[config.mk]
export PLATFORM = sky130hd
export DESIGN_NAME = bcd_decimal_scanner
export DESIGN_NICKNAME = d
export VERILOG_FILES = /design/src/rtl/bcd_decimal_scanner.sv
export SDC_FILE = /design/constraint.sdc
export NUM_CORES = 1
export LEC_CHECK = 0
export BUFFER_PORTS_ARGS = -buffer_cell sky130_fd_sc_hd__buf_2
export CAP_MARGIN = 20
export CORE_UTILIZATION = 60
export CTS_BUF_LIST = sky130_fd_sc_hd__clkbuf_8
export CTS_CLUSTER_SIZE = 28
export DETAILED_ROUTE_END_ITERATION = 7
export PLACE_DENSITY_LB_ADDON = 0.3
export SLEW_MARGIN = 0
export SYNTH_ARGS = -nofsm -noshare
export SYNTH_HDL_FRONTEND = slang
export SYNTH_SLANG_ARGS = --single-unit
[constraint.sdc]
create_clock -name CLK -period 2.7 [get_ports CLK]
set_input_delay 0.54 -clock CLK [delete_from_list [all_inputs] [get_ports CLK]]
set_output_delay 0.54 -clock CLK [all_outputs]
set_load 0.03 [all_outputs]
[src/rtl/bcd_decimal_scanner.sv]
// Multi-digit BCD scanner: accepts a packed word of BCD digits and emits one
// one-hot decimal code per digit, most-significant first, under valid/ready flow control.
module bcd_decimal_scanner #(
  parameter int NDIGITS   = 4,
  parameter int ERR_CNT_W = 8,
  parameter int IDX_W     = 2
) (
  input  logic                   CLK,
  input  logic                   RST,
  input  logic [4*NDIGITS-1:0]   BCDIn,
  input  logic                   InValid,
  output logic                   InReady,
  input  logic                   BlankEn,
  output logic [9:0]             DECOut,
  output logic [IDX_W-1:0]       DigitIdx,
  output logic                   OutValid,
  input  logic                   OutReady,
  output logic                   OutLast,
  output logic                   DigErr,
  output logic                   Blanked,
  output logic                   WordErr,
  output logic [ERR_CNT_W-1:0]   ErrCnt
);

  typedef enum logic [0:0] {IDLE = 1'b0, SCAN = 1'b1} state_t;

  localparam logic [IDX_W-1:0]     IDX_TOP = IDX_W'(NDIGITS - 1);
  localparam logic [ERR_CNT_W-1:0] CNT_MAX = {ERR_CNT_W{1'b1}};

  function automatic logic [9:0] onehot10(input logic [3:0] d);
    logic [9:0] r;
    if (d > 4'd9) r = 10'b00_0000_0000;
    else          r = 10'b00_0000_0001 << d;
    return r;
  endfunction

  function automatic logic any_invalid(input logic [4*NDIGITS-1:0] w);
    logic r;
    r = 1'b0;
    for (int i = 0; i < NDIGITS; i++) begin
      if (w[4*i +: 4] > 4'd9) r = 1'b1;
      else                    r = r;
    end
    return r;
  endfunction

  state_t                 state_r, state_n;
  logic [4*NDIGITS-1:0]   word_r, word_n;
  logic                   blank_r, blank_n;
  logic                   lz_r, lz_n;          // all digits emitted so far are zero
  logic                   werr_cap_r, werr_cap_n;
  logic [IDX_W-1:0]       idx_r, idx_n;
  logic [9:0]             dec_r, dec_n;
  logic                   dig_err_r, dig_err_n;
  logic                   blanked_r, blanked_n;
  logic                   last_r, last_n;
  logic                   word_err_r, word_err_n;
  logic [ERR_CNT_W-1:0]   err_cnt_r, err_cnt_n;

  logic                   in_ready_s, accept_s, xfer_s, load_s;
  logic [3:0]             digit_s;
  logic                   lz_prev_s, blank_s, werr_s, zero_s, is_last_s;
  logic [IDX_W-1:0]       idx_dec_s;

  assign in_ready_s = (state_r == IDLE) || (last_r && OutReady);
  assign accept_s   = InValid && in_ready_s;
  assign xfer_s     = (state_r == SCAN) && OutReady;
  assign idx_dec_s  = idx_r - IDX_W'(1);

  // Next-state, digit selection, decode and error counter.
  always_comb begin
    state_n    = state_r;
    word_n     = word_r;
    blank_n    = blank_r;
    lz_n       = lz_r;
    werr_cap_n = werr_cap_r;
    idx_n      = idx_r;
    dec_n      = dec_r;
    dig_err_n  = dig_err_r;
    blanked_n  = blanked_r;
    last_n     = last_r;
    word_err_n = word_err_r;
    load_s     = 1'b0;
    digit_s    = 4'd0;
    lz_prev_s  = 1'b0;
    blank_s    = 1'b0;
    werr_s     = 1'b0;

    if (xfer_s && dig_err_r && (err_cnt_r != CNT_MAX)) err_cnt_n = err_cnt_r + ERR_CNT_W'(1);
    else                                               err_cnt_n = err_cnt_r;

    if (accept_s) begin
      state_n    = SCAN;
      word_n     = BCDIn;
      blank_n    = BlankEn;
      werr_cap_n = any_invalid(BCDIn);
      idx_n      = IDX_TOP;
      digit_s    = BCDIn[4*(NDIGITS-1) +: 4];
      lz_prev_s  = 1'b1;
      blank_s    = BlankEn;
      werr_s     = werr_cap_n;
      load_s     = 1'b1;
    end else if (xfer_s && last_r) begin
      state_n    = IDLE;
      dec_n      = 10'b00_0000_0000;
      dig_err_n  = 1'b0;
      blanked_n  = 1'b0;
      last_n     = 1'b0;
      word_err_n = 1'b0;
    end else if (xfer_s) begin
      idx_n      = idx_dec_s;
      digit_s    = word_r[4*int'(idx_dec_s) +: 4];
      lz_prev_s  = lz_r;
      blank_s    = blank_r;
      werr_s     = werr_cap_r;
      load_s     = 1'b1;
    end else begin
      state_n    = state_r;
    end

    zero_s    = (digit_s == 4'd0);
    is_last_s = (idx_n == IDX_W'(0));
    if (load_s) begin
      lz_n       = lz_prev_s && zero_s;
      blanked_n  = blank_s && lz_prev_s && zero_s && !is_last_s;
      dec_n      = blanked_n ? 10'b00_0000_0000 : onehot10(digit_s);
      dig_err_n  = (digit_s > 4'd9);
      last_n     = is_last_s;
      word_err_n = is_last_s && werr_s;
    end else begin
      lz_n       = lz_n;
    end
  end

  // State and registered outputs; synchronous reset discards any word in flight.
  always_ff @(posedge CLK) begin
    if (RST) begin
      state_r    <= IDLE;
      word_r     <= '0;
      blank_r    <= 1'b0;
      lz_r       <= 1'b0;
      werr_cap_r <= 1'b0;
      idx_r      <= '0;
      dec_r      <= 10'b00_0000_0000;
      dig_err_r  <= 1'b0;
      blanked_r  <= 1'b0;
      last_r     <= 1'b0;
      word_err_r <= 1'b0;
      err_cnt_r  <= '0;
    end else begin
      state_r    <= state_n;
      word_r     <= word_n;
      blank_r    <= blank_n;
      lz_r       <= lz_n;
      werr_cap_r <= werr_cap_n;
      idx_r      <= idx_n;
      dec_r      <= dec_n;
      dig_err_r  <= dig_err_n;
      blanked_r  <= blanked_n;
      last_r     <= last_n;
      word_err_r <= word_err_n;
      err_cnt_r  <= err_cnt_n;
    end
  end

  assign InReady  = in_ready_s;
  assign OutValid = (state_r == SCAN);
  assign DECOut   = dec_r;
  assign DigitIdx = idx_r;
  assign OutLast  = last_r;
  assign DigErr   = dig_err_r;
  assign Blanked  = blanked_r;
  assign WordErr  = word_err_r;
  assign ErrCnt   = err_cnt_r;

endmodule

==> impl_metrics.env <==
export IMPL_outcome="complete, no violations"
export IMPL_fmaxAchievable_mhz=503
export IMPL_clock_skew_ns=0.00324
export IMPL_path_max_fanout=13
export IMPL_ios=47
export IMPL_track_usage=0.272
export IMPL_hold_violations=0
export IMPL_maxCapViolCount=0
export IMPL_final_util=0.721
export IMPL_synthCells=244
export IMPL_area_growth_syn_to_layout_pct=14.7
export IMPL_synth_seq_area_share=0.420
export IMPL_synth_seq_cells=44
export IMPL_p_leak_uw=0.000976
export IMPL_synth_nets=266
export IMPL_seq_power_share=0.532
export IMPL_worstSetupEndpointType="primary output"
export IMPL_cp_slowest_cell="dfxtp_1"
export IMPL_rows=21
export IMPL_hpwl_mm=3.32
export IMPL_max_stage_delay_ns=0.52
export IMPL_instances_no_fill=330
export IMPL_syn_avg_cell_area_um2=8.60
export IMPL_crit_buf_inv=2
export IMPL_routed_wl_mm=4.49
export IMPL_viasPerCell=5.82
export IMPL_start_util=0.629
export IMPL_yosys_warnings=0
export IMPL_crit_chain="a21boi_2 -> inv_2 -> buf_2"
export IMPL_maxSlewViolCount=0
export IMPL_wl_per_cell_um=13.6
export IMPL_cp_start_kind="flop"
export IMPL_core_area_um2=3340
export IMPL_fin_nets=305
export IMPL_startpoint="OutValid$_SDFFE_PP0P_"
export IMPL_cts_resized=0
export IMPL_clkTransAtPathRegs_ns=0.08
export IMPL_post_cts_setup_buffers=0
export IMPL_dr_total_vias=1919
export IMPL_synth_distinct_cells=55
export IMPL_path_class="reg -> out"
export IMPL_fin_tns_setup_ns=0
export IMPL_synth_edf_count=0
export IMPL_routabilityCongestion=0.953
export IMPL_antenna_cells=0
export IMPL_power_density_nw_per_um2=547
export IMPL_cp_top_family="flip-flops"
export IMPL_worst_endpoint_required_ns=2.16
export IMPL_postCtsHoldBufs=0
export IMPL_async_reset_ff_frac=0
export IMPL_crit_arrival_ns=1.45
export IMPL_dr_pass1_iters=4
export IMPL_clock_sinks=44
export IMPL_p_sw_uw=362
export IMPL_setup_viol=0
export IMPL_die_width_um=61.1
export IMPL_fill_cells=281
export IMPL_p_int_uw=954
export IMPL_ant_nets=0
export IMPL_drive_gt1_frac=0.250
export IMPL_period_minus_slack_ns=1.99
export IMPL_cts_buffers_inserted=5
export IMPL_max_slew_margin=0.578
export IMPL_grt_first_pass_wirelength_mm=7.46
export IMPL_cts_buffer_depth=2
export IMPL_insertion_delay_ns=0.30
export IMPL_antenna_found_initial=0
export IMPL_die_height_um=61.1
export IMPL_min_period_over_period=0.737
export IMPL_rsz0062_at_grt="false"
export IMPL_die_area_um2=3740
export IMPL_switching_share=0.275
export IMPL_min_from="DECOut[0]$_SDFFE_PP0P_"
export IMPL_pwr_share_comb=0.148
export IMPL_vdd_ir_drop_max_mv=0.395
export IMPL_placed_cells=322
export IMPL_hold_path_class="reg -> reg"
export IMPL_synthFlopType="dfxtp_1"
export IMPL_root_buffer="clkbuf_8"
export IMPL_reg2reg_from="OutValid$_SDFFE_PP0P_"
export IMPL_grt_overflow=0
export IMPL_port_buffer_count=46
export IMPL_p_clk_frac=0.321
export IMPL_worst_slew_pin_slew_ns=0.633
export IMPL_drc=0
export IMPL_first_iter_violations=74
export IMPL_syn_area_um2=2100
export IMPL_grt_pass1_vias=1664
export IMPL_cts_tree="yes"
export IMPL_htree_levels=2
export IMPL_grt_max_degree=27
-- per-layer routing --
layer	track usage	part of all wire	vias to the layer above
li1	-	-	964
met1	0.360	0.44	883
met2	0.424	0.47	60
met3	0.0567	0.066	12
met4	0.130	0.028	0
met5	0	0	-
-- worst register-to-register path, cell delays in order (launching register included) --
cell and delay (ns):
dfxtp_1 0.52, a21boi_2 0.29, inv_2 0.13, nand2_1 0.48
buf_4 0.24, nand2_1 0.05, a21oi_1 0.14
-- Yosys cell counts, types with 5 or more instances --
cell type  number  area, µm²
a21oi_1        25        125
a32o_1          5       50.1
buf_2           6       30.0
clkbuf_1        5       18.8
dfxtp_1        44        881
nand2_1        46        173
nand3_1         7       35.0
nand3b_1        5       37.5
nand4_1         5       31.3
nor2_1         17       63.8
o21ai_0         5       25.0
-- flip-flops by register name, summed over array words and instances, names as in the netlist --
signal and cells:
Blanked 1, DECOut 10, DigErr 1, DigitIdx 2, ErrCnt 8, OutLast 1, OutValid 1, WordErr 1
blank_r 1, lz_r 1, werr_cap_r 1, word_r 16
-- final cells by class --
cell class	instances	area (µm²)	area share
well taps	46	57.6	0.0239
clock buffers	6	82.6	0.0343
flip-flops and latches	44	881	0.366
repair buffers	49	253	0.105
multi-input cells	181	1120	0.464
clock inverters	2	10.0	0.00416
inverters	2	7.51	0.00312
-- logic make-up after synthesis --
group / share of synthesized area
simple gates: 0.225
buf+inv: 0.0483
flops: 0.420
xor+xnor: 0.0250
fa+ha+maj: 0.00596
mux: 0.0525
compound gates: 0.223
-- final timing paths --
| path | to | slack (ns) | depth (start not counted) |
|---|---|---|---|
| max | InReady | 0.71 | 3 |
| min | DECOut[0]$_SDFFE_PP0P_ | 0.45 | 2 |
| max reg2reg | word_r[3]$_SDFFE_PP0P_ | 0.78 | 6 |
| min reg2reg | DECOut[0]$_SDFFE_PP0P_ | 0.45 | 2 |
-- layout by cell type (no fill, tap or decap), types with 4 or more instances in the layout --
| cell type | n |
|---|---|
| nand2_1 | 46 |
| buf_2 | 46 |
| dfxtp_1 | 44 |
| a21oi_1 | 25 |
| nor2_1 | 17 |
| nand3_1 | 7 |
| clkbuf_8 | 6 |
| nand3b_1 | 5 |
| nand4_1 | 5 |
| a32o_1 | 5 |
| o21ai_0 | 5 |
| mux4_2 | 4 |
| o21ai_1 | 4 |
-- power groups by stage --
stage / clock network (µW) / logic (µW) / registers (µW)
final: 422 / 194 / 700
after global routing: 455 / 215 / 705
after CTS: 424 / 195 / 700
after detailed placement: 0 / 194 / 715
after global placement: 0 / 192 / 715
after floorplan: 0 / 138 / 722
-- stage by stage --
step	total power (µW)	worst slack (ns)	area (µm²)	hold slack, ns
2_1_floorplan	860	0.864	2100	0.433
3_3_place_gp	906	0.762	2310	0.429
3_5_place_dp	909	0.672	2310	0.436
4_1_cts	1320	0.707	2410	0.449
5_1_grt	1380	0.607	2410	0.473
6_report	1320	0.711	2410	0.446
(Power assumes the default switching activity.)
